`src/rtl/mem_pkg.sv`:
```
// Shared encodings for the data-memory access controller: request sizes,
// FSM state type and the default word-address width.
package mem_pkg;

   localparam int ADDR_W_DEF = 10;

   localparam logic [1:0] SZ_BYTE = 2'b00;
   localparam logic [1:0] SZ_HALF = 2'b01;
   localparam logic [1:0] SZ_WORD = 2'b10;
   localparam logic [1:0] SZ_RSVD = 2'b11;

   typedef enum logic [2:0] {
      ST_IDLE,
      ST_RD,
      ST_WSET,
      ST_WPULSE,
      ST_RSP
   } state_t;

   // A request is rejected for a reserved size or a lane that crosses its natural alignment.
   function automatic logic req_bad(input logic [1:0] size, input logic [1:0] offset);
      logic bad;
      case (size)
         SZ_BYTE: bad = 1'b0;
         SZ_HALF: bad = offset[0];
         SZ_WORD: bad = (offset != 2'b00);
         default: bad = 1'b1;
      endcase
      return bad;
   endfunction

endpackage

```
`src/rtl/lane_align.sv`:
```
// Little-endian lane handling: extracts and extends a load lane from a memory
// word, and merges store data into the addressed lane for read-modify-write.
module lane_align
   import mem_pkg::*;
(
   input  logic [31:0] i_word,
   input  logic [1:0]  i_offset,
   input  logic [1:0]  i_size,
   input  logic        i_signed,
   input  logic [31:0] i_wdata,
   output logic [31:0] o_load,
   output logic [31:0] o_merged
);

   logic [7:0]  w_byte;
   logic [15:0] w_half;

   always_comb begin
      w_byte   = i_word[{i_offset, 3'b000} +: 8];
      w_half   = i_word[{i_offset[1], 4'b0000} +: 16];
      o_load   = i_word;
      o_merged = i_wdata;
      case (i_size)
         SZ_BYTE: begin
            o_load = {{24{i_signed & w_byte[7]}}, w_byte};
            o_merged = i_word;
            o_merged[{i_offset, 3'b000} +: 8] = i_wdata[7:0];
         end
         SZ_HALF: begin
            o_load = {{16{i_signed & w_half[15]}}, w_half};
            o_merged = i_word;
            o_merged[{i_offset[1], 4'b0000} +: 16] = i_wdata[15:0];
         end
         default: begin
            o_load   = i_word;
            o_merged = i_wdata;
         end
      endcase
   end

endmodule

```
`src/rtl/dm_access_ctrl.sv`:
```
// Load/store initiator between the MEM stage and word-wide data memory:
// one request at a time, read-modify-write for sub-word stores, single write pulse.
//
//   state     | meaning
//   ----------+---------------------------------------------------------
//   ST_IDLE   | ready; accept request, register fields, flag errors
//   ST_RD     | address on memory; sample read word (load result / RMW)
//   ST_WSET   | dm_din set up one full cycle before the strobe
//   ST_WPULSE | dm_dmwr high; memory writes on its rising edge
//   ST_RSP    | one-cycle rsp_valid, then back to idle
module dm_access_ctrl
   import mem_pkg::*;
#(
   parameter int ADDR_W = ADDR_W_DEF
) (
   input  logic              clk,
   input  logic              rst_n,
   input  logic              req_valid,
   output logic              req_ready,
   input  logic              req_we,
   input  logic [1:0]        req_size,
   input  logic              req_signed,
   input  logic [31:0]       req_addr,
   input  logic [31:0]       req_wdata,
   output logic              rsp_valid,
   output logic [31:0]       rsp_rdata,
   output logic              rsp_err,
   output logic [ADDR_W-1:0] dm_address,
   output logic              dm_dmwr,
   output logic [31:0]       dm_din,
   input  logic [31:0]       dm_dout
);

   state_t            r_state;
   state_t            w_state_nxt;
   logic [ADDR_W+1:0] r_addr;
   logic [1:0]        r_size;
   logic              r_we;
   logic              r_signed;
   logic [31:0]       r_wdata;
   logic [31:0]       r_din;
   logic              r_dmwr;
   logic              r_rsp_valid;
   logic [31:0]       r_rsp_rdata;
   logic              r_rsp_err;

   logic              w_accept;
   logic              w_req_bad;
   logic [31:0]       w_load;
   logic [31:0]       w_merged;
   logic [31:0]       w_din_nxt;
   logic              w_dmwr_nxt;
   logic              w_rsp_valid_nxt;
   logic [31:0]       w_rsp_rdata_nxt;
   logic              w_rsp_err_nxt;

   assign w_accept  = (r_state == ST_IDLE) && req_valid;
   assign w_req_bad = req_bad(req_size, req_addr[1:0]);

   lane_align u_lane_align (
      .i_word   (dm_dout),
      .i_offset (r_addr[1:0]),
      .i_size   (r_size),
      .i_signed (r_signed),
      .i_wdata  (r_wdata),
      .o_load   (w_load),
      .o_merged (w_merged)
   );

   always_ff @(posedge clk or negedge rst_n) begin
      if (!rst_n) r_state <= ST_IDLE;
      else        r_state <= w_state_nxt;
   end

   always_comb begin
      w_state_nxt = r_state;
      case (r_state)
         ST_IDLE: begin
            if (req_valid) begin
               if (w_req_bad)                          w_state_nxt = ST_RSP;
               else if (req_we && req_size == SZ_WORD) w_state_nxt = ST_WSET;
               else                                    w_state_nxt = ST_RD;
            end
         end
         ST_RD:     w_state_nxt = r_we ? ST_WSET : ST_RSP;
         ST_WSET:   w_state_nxt = ST_WPULSE;
         ST_WPULSE: w_state_nxt = ST_RSP;
         ST_RSP:    w_state_nxt = ST_IDLE;
         default:   w_state_nxt = ST_IDLE;
      endcase
   end

   // Output-register next values; only the error path jumps from idle straight to RSP.
   always_comb begin
      w_dmwr_nxt      = (w_state_nxt == ST_WPULSE);
      w_rsp_valid_nxt = (w_state_nxt == ST_RSP);
      w_rsp_rdata_nxt = r_rsp_rdata;
      w_rsp_err_nxt   = r_rsp_err;
      w_din_nxt       = r_din;
      if (w_state_nxt == ST_RSP && r_state != ST_RSP) begin
         w_rsp_rdata_nxt = (r_state == ST_RD && !r_we) ? w_load : 32'h0;
         w_rsp_err_nxt   = (r_state == ST_IDLE);
      end
      if (w_accept && req_we && req_size == SZ_WORD && !w_req_bad)
         w_din_nxt = req_wdata;
      else if (r_state == ST_RD && r_we)
         w_din_nxt = w_merged;
   end

   always_ff @(posedge clk or negedge rst_n) begin
      if (!rst_n) begin
         r_addr      <= '0;
         r_size      <= SZ_BYTE;
         r_we        <= 1'b0;
         r_signed    <= 1'b0;
         r_wdata     <= 32'h0;
         r_din       <= 32'h0;
         r_dmwr      <= 1'b0;
         r_rsp_valid <= 1'b0;
         r_rsp_rdata <= 32'h0;
         r_rsp_err   <= 1'b0;
      end else begin
         if (w_accept) begin
            r_addr   <= req_addr[ADDR_W+1:0];
            r_size   <= req_size;
            r_we     <= req_we;
            r_signed <= req_signed;
            r_wdata  <= req_wdata;
         end
         r_din       <= w_din_nxt;
         r_dmwr      <= w_dmwr_nxt;
         r_rsp_valid <= w_rsp_valid_nxt;
         r_rsp_rdata <= w_rsp_rdata_nxt;
         r_rsp_err   <= w_rsp_err_nxt;
      end
   end

   assign req_ready  = (r_state == ST_IDLE);
   assign rsp_valid  = r_rsp_valid;
   assign rsp_rdata  = r_rsp_rdata;
   assign rsp_err    = r_rsp_err;
   assign dm_address = r_addr[ADDR_W+1:2];
   assign dm_dmwr    = r_dmwr;
   assign dm_din     = r_din;

endmodule

```
`config.mk`:
```
export PLATFORM = sky130hd
export DESIGN_NAME = dm_access_ctrl
export DESIGN_NICKNAME = d
export VERILOG_FILES = /design/src/rtl/mem_pkg.sv /design/src/rtl/lane_align.sv /design/src/rtl/dm_access_ctrl.sv
export SDC_FILE = /design/constraint.sdc
export NUM_CORES = 1
export LEC_CHECK = 0
export ABC_AREA = 1
export CAP_MARGIN = 20
export CORE_MARGIN = 10
export CORE_UTILIZATION = 40
export DETAILED_ROUTE_END_ITERATION = 8
export PLACE_DENSITY = 0.79
export SETUP_SLACK_MARGIN = 0.1
export SLEW_MARGIN = 20
export SYNTH_ARGS = -nofsm -noshare
export SYNTH_HDL_FRONTEND = slang
export SYNTH_SLANG_ARGS = --single-unit
export TNS_END_PERCENT = 1
```
`constraint.sdc`:
```
create_clock -name clk -period 2.56 [get_ports clk]
set_clock_uncertainty 0.1 [all_clocks]
set_input_delay 0.256 -clock clk [delete_from_list [all_inputs] [get_ports clk]]
set_output_delay 0.256 -clock clk [all_outputs]
set_load 0.01 [all_outputs]
```
==> impl_metrics.toml, run 1 <==
[floorplan]
initial_core_util_pct = 40.4
dieHeight_microns = 152
die_x_microns = 152
dieArea_sq_um = 23000
pin_count = 181
core_area_sq_um = 17200
rows = 48

[clocking]
cts_sinks = 118
cts_buffers = 17
clockBufferDepth = 2
htreeDepth = 4
clock_latency_ns = 0.43
root_buffer = "clkbuf_16"
cts_resized = 0
tritoncts = "built"
path_clk_slew_ns = 0.06
postCtsSetupRepairBufs = 0
hold_buffers = 1

[route]
firstDrtPassIters = 6
wl_per_cell_microns = 17.5
vias_per_cell = 5.21
remaining_drc_errors = 0
vias = 7114
routed_wl_microns = 23900
drtAntennaViolNets = 0
first_iter_violations = 674

[critical_path]
cp.required_ns = 2.77
path_cells = "inv_2 -> ha_1 -> inv_1 -> and3_1 -> a21oi_2 -> nor2_1 -> nor2_1 -> nor2_1"
timing.critical_path.buf_inv = 2
cp_slowest_cell = "ha_1"
cp_top_family = "adder cells"
setup.worst_path.class = "reg2reg"
endpoint_kind = "flip-flop"
slowest_delay_ns = 0.53
cp-start-kind = "flip-flop"
path_max_fanout = 13
crit_arrival_ns = 2.50
crit_top_cell = "nor2_1"

[sta]
setup_viol = 0
final.setup.tns_ns = 0
worst_slack_ns = 0.271
final_max_slew_viol_count = 0
fin_crit_sh_pct = 89.4
min_period_ns = 2.29
holdWs_ns = 0.226
hold_violations = 0
fmax_mhz = 437
slew_headroom_pct = 30.7
rsz0062_at_grt = "false"
worst_pin_slew_ns = 1.04

[yosys]
synth_ff_type = "dfrtp_1"
syn_inst = 1000
yosysSeqAreaShare_pct = 42.6
ys_async_sr_fraction_pct = 100
synth_edf_count = 0
syn_area_sq_um = 6940
syn_area_per_cell_sq_um = 6.94
synth.net_count = 1108
synth.distinct_cells = 33
synth_seq_cells = 118
ys.warnings.count = 0

[placed_design]
placed_area_sq_um = 8620
dpl.hpwl_microns = 17800
port_buffers = 160
routabilityCongestion = 0.942
pre_cts_slack_ns = 0.256

[global_routing]
grt-ovfl-total = 0
antenna_found_initial = 1
grt_pass1_wl_microns = 37100
grt_pass1_vias = 6815
grt.total_usage_pct = 20.8
grt_max_degree = 66

[cells_and_area]
fin_nets = 1239
area_delta_synth_final_pct = 32.5
final_area_sq_um = 9190
drive_gt1_share_pct = 5.96

[power_and_ir_drop]
ir_drop_mv = 0.669
leakagePower_nw = 4.57
power_density_nw_per_um2 = 1170

[hold_path]
hp-class = "in2async"

[outcome]
outcome = "completed"

[flow_run]
cap_violations = 0
==> cell usage in the layout (no fill, tap or decap), drive strengths merged <==
| master | Yosys | final |
|---|---|---|
| a21oi | 77 | 77 |
| a22oi | 6 | 6 |
| and2 | 1 | 1 |
| and3 | 1 | 1 |
| buf | 45 | 20 |
| bufinv | 0 | 1 |
| clkbuf | 23 | 24 |
| clkdlybuf4s50 | 0 | 159 |
| clkinv | 1 | 4 |
| dfrtp | 118 | 118 |
| diode | 0 | 1 |
| dlygate4sd3 | 0 | 1 |
| ha | 5 | 5 |
| inv | 97 | 97 |
| nand2 | 358 | 358 |
| nand3 | 57 | 57 |
| nand4 | 49 | 49 |
| nor2 | 63 | 63 |
| o21ai | 90 | 90 |
| o21bai | 1 | 1 |
| or2 | 8 | 8 |
==> final cells by class <==
| cell class | instances | area [sq um] |
|---|---|---|
| Timing Repair Buffer | 180 | 1780 |
| Multi-Input combinational cell | 716 | 3250 |
| Antenna cell | 1 | 2.50 |
| Clock inverter | 4 | 45.0 |
| Sequential cell | 118 | 2950 |
| Tap cell | 225 | 282 |
| Clock buffer | 24 | 512 |
| Inverter | 98 | 370 |
| Fill cell | 1699 | 7990 |
==> metal layers <==
metal	track usage (%)	share of wire [%]	vias up
li1	-	-	3463
met5	0	0.054	-
met3	5.44	9.6	39
met4	6.96	2.0	2
met1	27.5	43	3313
met2	32.3	46	297
==> registers in the layout (all words and copies together) (netlist names) <==
signal     count
r_state        3
r_addr        12
dm_din        32
r_size         2
rsp_err        1
r_wdata       32
r_signed       1
rsp_rdata     32
r_we           1
dm_dmwr        1
rsp_valid      1
==> worst register-to-register path: stages, from the launching register on <==
cell and delay (ns):
dfrtp_1 0.36, inv_2 0.11, ha_1 0.53, inv_1 0.21, and3_1 0.21, a21oi_2 0.40
nor2_1 0.08, nor2_1 0.13, nor2_1 0.06
==> logic make-up after synthesis <==
group	after synthesis	synth area share [%]
flops	118	42.6
buf+inv	166	10.6
fa+ha+maj	5	0.902
compound gates	174	12.9
simple gates	537	33.0
==> report_power, final <==
part	internal, mW	switching (mW)	total (mW)
clock	1.46	0.817	2.28
sequential	2.64	0.499	3.14
combinational	2.10	3.24	5.34
==> metrics by stage <==
stage               utilization, %  instances  power, mW
detailed placement            50.2       1336       8.48
CTS                           53.5       1365       10.8
floorplan                        -       1000       6.44
global route                  53.5       1365       11.6
global placement              50.2       1336       8.37
finish                        53.5       1366       10.8
==> cell usage after synthesis (2+ instances only) <==
cell / n / area share, %
a21oi_1: 76 / 5.5
a22oi_1: 6 / 0.65
buf_1: 2 / 0.11
buf_2: 28 / 2.0
buf_4: 12 / 1.3
buf_6: 3 / 0.49
clkbuf_1: 19 / 1.0
clkbuf_2: 3 / 0.22
dfrtp_1: 118 / 43
ha_1: 5 / 0.90
inv_1: 92 / 5.0
inv_2: 4 / 0.22
nand2_1: 353 / 19
nand2_2: 3 / 0.27
nand2_4: 2 / 0.32
nand3_1: 54 / 3.9
nand3_2: 3 / 0.43
nand4_1: 49 / 4.4
nor2_1: 58 / 3.1
nor2_2: 4 / 0.36
o21ai_0: 78 / 5.6
o21ai_1: 11 / 0.79
or2_0: 7 / 0.63
==> path summary, 6_finish.rpt <==
check / from / slack (ns) / endpoint / cells after the start
hold reg to reg: r_addr[6]$_DFFE_PN0P_ / 0.37 / r_addr[6]$_DFFE_PN0P_ / 2
setup / recovery: r_addr[0]$_DFFE_PN0P_ / 0.27 / dm_din[3]$_DFFE_PN0P_ / 8
max in group asynchronous: rst_n / 1.33 / r_wdata[15]$_DFFE_PN0P_ / 3
hold / removal: rst_n / 0.23 / r_signed$_DFFE_PN0P_ / 2
min in group clk: req_addr[10] / 0.26 / r_addr[10]$_DFFE_PN0P_ / 3
setup reg to reg: r_addr[0]$_DFFE_PN0P_ / 0.27 / dm_din[3]$_DFFE_PN0P_ / 8
No activity file was read; power rests on OpenSTA's default activity.
==> inputs of run 2 (changes only) <==
--- a/config.mk
+++ b/config.mk
@@ -15,5 +15,6 @@
 export SLEW_MARGIN = 20
 export SYNTH_ARGS = -nofsm -noshare
 export SYNTH_HDL_FRONTEND = slang
+export SYNTH_HIERARCHICAL = 1
 export SYNTH_SLANG_ARGS = --single-unit
 export TNS_END_PERCENT = 1
==> run 2 against run 1 <==
  * Die area rose by 1.3%
  * Clock power increased by 9.6%
  * Critical path depth is 3 higher
  * Synthesized cell count increased by 3.2%
  * Final area rose by 2.2%
  * Largest cell class unchanged
  * Core utilization increased by 0.77 points
  * Maximum frequency decreased by 1.8%
  * Routed wire length increased by 4.8%
  * Register-to-register slack worse by 0.04 ns
  * Highest routed layer is now met4
  * Hold slack worse by 0.013 ns
  * Global-route usage is 0.49 points higher
==> impl_metrics.toml, run 2 <==
[yosys]
synth_edf_count = 0
syn_area_per_cell_sq_um = 6.82
syn_area_sq_um = 7040
ys_top_cells_by_area = "dfrtp_1 42%, nand2_1 25%, nand3_1 12%"
synth.distinct_cells = 31
synth_ff_type = "dfrtp_1"
synth.net_count = 1140
yosysSeqAreaShare_pct = 41.9
syn_inst = 1032
ys_top_cells_by_count = "472 x nand2_1, 171 x nand3_1, 118 x dfrtp_1"
yosysTopAreaCellShare_pct = 41.9
ys_async_sr_fraction_pct = 100
ys.warnings.count = 6
synth_top_area_cell = "dfrtp_1"
synth.most_common_cell = "nand2_1"
synth_seq_cells = 118

[placed_design]
port_buffers = 160
dpl.hpwl_microns = 18200
routabilityCongestion = 1.00
placed_area_sq_um = 8760

[sta]
slew_headroom_pct = 62.5
min_period_ns = 2.33
final.setup.tns_ns = 0
final_max_slew_viol_count = 0
worst_pin_slew_ns = 0.563
hold_violations = 0
fin_crit_sh_pct = 91.1
fmax_mhz = 429
rsz0062_at_grt = "true"
setup_viol = 0

[critical_path]
regToRegStartpoint = "r_addr[1]$_DFFE_PN0P_"
cp-start-kind = "flip-flop"
setup.worst_path.class = "reg2reg"
cp.required_ns = 2.82
crit_arrival_ns = 2.59
reg2reg_slack_ns = 0.23
rr_endpoint = "dm_din[11]$_DFFE_PN0P_"
path_max_fanout = 11
endpoint_kind = "flip-flop"
r2r_cells = 11

[clocking]
postCtsSetupRepairBufs = 0
path_clk_slew_ns = 0.06
htreeDepth = 4
clock_latency_ns = 0.42
tritoncts = "built"
root_buffer = "clkbuf_16"
cts_buffers = 17
clockBufferDepth = 2
cts_sinks = 118

[route]
vias_per_cell = 5.26
vias = 7395
routed_wl_microns = 25100
firstDrtPassIters = 5
wl_per_cell_microns = 17.9
drtAntennaViolNets = 0
remaining_drc_errors = 0
first_iter_violations = 585

[floorplan]
rows = 48
die_x_microns = 153
pin_count = 181
initial_core_util_pct = 40.7
dieArea_sq_um = 23300
dieHeight_microns = 153
core_area_sq_um = 17300

[power_and_ir_drop]
leakagePower_nw = 4.90
ir_drop_mv = 0.656
power_density_nw_per_um2 = 1250

[cells_and_area]
final_common_cell = "nand2_1"
multi_input_area_sq_um = 3430
area_delta_synth_final_pct = 33.3
fin_nets = 1274
final_area_sq_um = 9390
regArea_sq_um = 2950
drive_gt1_share_pct = 6.70
nFillCells = 1672
mostFrequentLayoutCells = "472 x nand2_1, 171 x nand3_1, 159 x clkdlybuf4s50_1"

[global_routing]
grt.total_usage_pct = 21.3
grt-ovfl-total = 0
grt_pass1_wl_microns = 40000
antenna_found_initial = 1
grt_pass1_vias = 7095
grt_max_degree = 49

[outcome]
outcome = "completed"

[flow_run]
cap_violations = 0

[hold_path]
hp-class = "in2async"
[run 2: changes by cell type after synthesis, sizes merged, moves of 6 or more]
cell    before  now
nand2      358  479
nand3       57  173
a21oi       77    1
o21ai       90   30
nor2        63   31
inv         97   70
nand4       49   32
o22ai        0    8
or2          8    0
a22oi        6    0
and3         1    7
clkbuf      23   29
[run 2: layout make-up]
cell class              instances  area share [%]
repair buffers                188            19.6
multi-input cells             770            36.6
inverters                      71            2.91
diodes                          1          0.0267
well taps                     225            3.00
clock buffers                  22            4.84
clock inverters                10            1.63
flip-flops and latches        118            31.5
[run 2: worst max path at each step]
| stage | start | endpoint | cells past startpoint |
|---|---|---|---|
| after CTS | r_addr[1]$_DFFE_PN0P_ | dm_din[24]$_DFFE_PN0P_ | 11 |
| after detailed placement | r_addr[1]$_DFFE_PN0P_ | dm_din[24]$_DFFE_PN0P_ | 11 |
| after global placement | r_addr[1]$_DFFE_PN0P_ | dm_din[24]$_DFFE_PN0P_ | 11 |
| final | r_addr[1]$_DFFE_PN0P_ | dm_din[11]$_DFFE_PN0P_ | 11 |
| after floorplan | r_addr[1]$_DFFE_PN0P_ | dm_din[29]$_DFFE_PN0P_ | 13 |
| after global routing | r_addr[1]$_DFFE_PN0P_ | dm_din[11]$_DFFE_PN0P_ | 11 |
[run 2: cells by family (layout without fill, tap and decap cells)]
kind of cell               Yosys count  in the layout  synth area share, %
DFF                                118            118                 41.9
and+or+nand+nor                    723            723                 44.5
buffers and inverters              144            291                 9.28
AOI/OAI and AO/OA                   42             42                 3.39
other                                0              1                    0
adders and majority gates            5              5                0.889
[run 2: repair_timing]
action                                  CTS  global route
hold endpoints to repair                 27             0
hold buffers                              1             0
endpoints found under the setup margin    0            14
resized for setup                         0             1
[run 2: metal layers]
layer | global-route usage [%] | wire [microns] | up-vias
met4 | 7.31 | 512 | 0
met1 | 28.3 | 10900 | 3470
li1 | - | - | 3561
met3 | 5.39 | 2240 | 30
met2 | 32.8 | 11400 | 334
met5 | 0 | 0 | -
[run 2: per-stage QoR]
step / utilization [%] / power, mW / hold WS, ns / cells / setup WS (ns)
3_5_place_dp: 50.7 / 9.17 / 0.126 / 1371 / 0.216
5_1_grt: 54.3 / 12.6 / 0.267 / 1404 / 0.0641
2_1_floorplan: - / 6.86 / -0.140 / 1032 / 0.608
4_1_cts: 54.2 / 11.7 / 0.218 / 1404 / 0.176
6_report: 54.3 / 11.7 / 0.212 / 1405 / 0.229
3_3_place_gp: 50.7 / 9.07 / 0.125 / 1371 / 0.253
[run 2: worst max-delay path, stage by stage, from the launching register on]
cell and delay, ns:
dfrtp_1 0.62, inv_2 0.11, ha_1 0.34, inv_1 0.05, nor2_1 0.11, and3_1 0.40
nand2_1 0.09, nand3_1 0.11, nand4_1 0.13, nand2_1 0.12, inv_1 0.04, nand2_1 0.05
[run 2: power breakdown]
group	internal [mW]	switching (mW)
Combinational	2.34	3.54
Sequential	2.71	0.643
Clock	1.64	0.861
Total	6.69	5.05
==> inputs of run 3 (changes only) <==
--- a/config.mk
+++ b/config.mk
@@ -9,8 +9,9 @@
 export CAP_MARGIN = 20
 export CORE_MARGIN = 10
 export CORE_UTILIZATION = 40
+export CTS_CLUSTER_SIZE = 10
 export DETAILED_ROUTE_END_ITERATION = 8
-export PLACE_DENSITY = 0.79
+export PLACE_DENSITY = 0.68
 export SETUP_SLACK_MARGIN = 0.1
 export SLEW_MARGIN = 20
 export SYNTH_ARGS = -nofsm -noshare
==> run 3 against run 2 <==
  * Clock power decreased by 8.4%
  * Final cell count about the same
  * Power decreased by 1.8%
  * Die area unchanged
  * Hold slack improved by 0.029 ns
  * First-iteration DRC count decreased by 0.17%
  * Setup slack improved by 0.11 ns
  * Routed wire length increased by 0.23%
  * Sequential power about the same
  * Sequential cell count unchanged
  * Critical path type unchanged
==> impl_metrics.toml, run 3 (synthesis results as in run 2) <==
[cells_and_area]
n_antenna_cell = 0
area_delta_synth_final_pct = 32.4
mostFrequentLayoutCells = "472 x nand2_1, 171 x nand3_1, 159 x clkdlybuf4s50_1"
fin_nets = 1274
nFillCells = 1714
final_util_pct = 53.9
final_common_cell = "nand2_1"
regArea_sq_um = 2950
multi_input_area_sq_um = 3430
drive_gt1_share_pct = 6.87

[global_routing]
grt.total_usage_pct = 21.1
grt-ovfl-total = 0
met3_usage_pct = 5.73
use_met1_pct = 28.6
antenna_found_initial = 0
top_usage_layer = "met2"
grt_max_degree = 62
use_met2_pct = 32.0
grt_pass1_vias = 6993
grt_pass1_wl_microns = 39800

[route]
wl_per_cell_microns = 17.9
vias = 7323
drtAntennaViolNets = 0
firstDrtPassIters = 5
vias_per_cell = 5.22
remaining_drc_errors = 0
routed_wl_microns = 25200
first_iter_violations = 584

[critical_path]
regToRegStartpoint = "r_size[1]$_DFFE_PN0P_"
path_max_fanout = 12
endpoint_kind = "flip-flop"
cp-start-kind = "flip-flop"
r2r_cells = 9
rr_endpoint = "dm_din[15]$_DFFE_PN0P_"
cp.required_ns = 2.82
crit_arrival_ns = 2.48
setup.worst_path.class = "reg2reg"
reg2reg_slack_ns = 0.34

[clocking]
htreeDepth = 4
path_clk_slew_ns = 0.06
hold_buffers = 1
root_buffer = "clkbuf_16"
tritoncts = "built"
cts_resized = 0
postCtsSetupRepairBufs = 0
cts_buffers = 17
clockBufferDepth = 2
clock_latency_ns = 0.42
cts_sinks = 118

[flow_run]
cap_violations = 0

[sta]
rsz0062_at_grt = "false"
fin_crit_sh_pct = 86.7
slew_headroom_pct = 62.4
worst_slack_ns = 0.340
holdWs_ns = 0.241
setup_viol = 0
fmax_mhz = 450
worst_pin_slew_ns = 0.565
hold_violations = 0
final_max_slew_viol_count = 0
min_period_ns = 2.22
final.setup.tns_ns = 0

[floorplan]
initial_core_util_pct = 40.7
core_area_sq_um = 17300
rows = 48
dieArea_sq_um = 23300
pin_count = 181
die_x_microns = 153
dieHeight_microns = 153

[placed_design]
pre_cts_slack_ns = 0.293
dpl.hpwl_microns = 18000
port_buffers = 160
routabilityCongestion = 0.925

[power_and_ir_drop]
power_mw = 11.5
power_density_nw_per_um2 = 1240
leakagePower_nw = 4.86
ir_drop_mv = 0.589

[outcome]
outcome = "completed"

[hold_path]
hp-class = "in2async"
[run 3: cell types whose count changed in the layout (fill, tap and decap cells not counted), sizes merged]
cell,change
bufinv,-3
clkbuf,-2
clkinv,+1
clkinvlp,+3
diode,-1
inv,+1
[run 3: cell type report]
class	instances	share of cell area [%]
Timing Repair Buffer	188	19.6
Clock inverter	12	1.13
Multi-Input combinational cell	770	36.8
Inverter	71	2.89
Sequential cell	118	31.7
Clock buffer	20	4.90
Tap cell	225	3.02
[run 3: worst max-delay path by stage]
stage / from / cells after the start / endpoint / slack [ns]
2_1_floorplan: r_addr[1]$_DFFE_PN0P_ / 13 / dm_din[29]$_DFFE_PN0P_ / 0.61
3_3_place_gp: req_size[1] / 9 / rsp_rdata[4]$_DFFE_PN0P_ / 0.37
3_5_place_dp: req_size[0] / 9 / rsp_rdata[2]$_DFFE_PN0P_ / 0.29
4_1_cts: r_size[1]$_DFFE_PN0P_ / 9 / dm_din[15]$_DFFE_PN0P_ / 0.37
5_1_grt: r_size[1]$_DFFE_PN0P_ / 9 / dm_din[14]$_DFFE_PN0P_ / 0.18
6_report: r_size[1]$_DFFE_PN0P_ / 9 / dm_din[15]$_DFFE_PN0P_ / 0.34
[run 3: routing by layer]
layer	up-vias	part of all wire [%]
li1	3559	-
met5	-	0
met2	293	45
met3	38	7.9
met4	0	1.9
met1	3433	46
[run 3: power by group]
group	switching, mW	total (mW)	internal (mW)
combinational	3.57	5.90	2.34
clock	0.911	2.29	1.38
sequential	0.630	3.34	2.71
total	5.11	11.5	6.42
[run 3: through the flow]
step | area, sq um | cells
4_1_cts | 9320 | 1404
3_3_place_gp | 8750 | 1371
3_5_place_dp | 8750 | 1371
5_1_grt | 9320 | 1404
2_1_floorplan | 7040 | 1032
6_report | 9320 | 1404
[run 3: worst max-delay path: stages, from the launching register on]
cell	delay (ns)
dfrtp_1	0.48
nor2_4	0.33
nand2_2	0.18
o21ai_1	0.34
nand2_1	0.21
nand3_1	0.14
nand4_1	0.13
nand2_1	0.14
inv_1	0.05
nand2_1	0.05
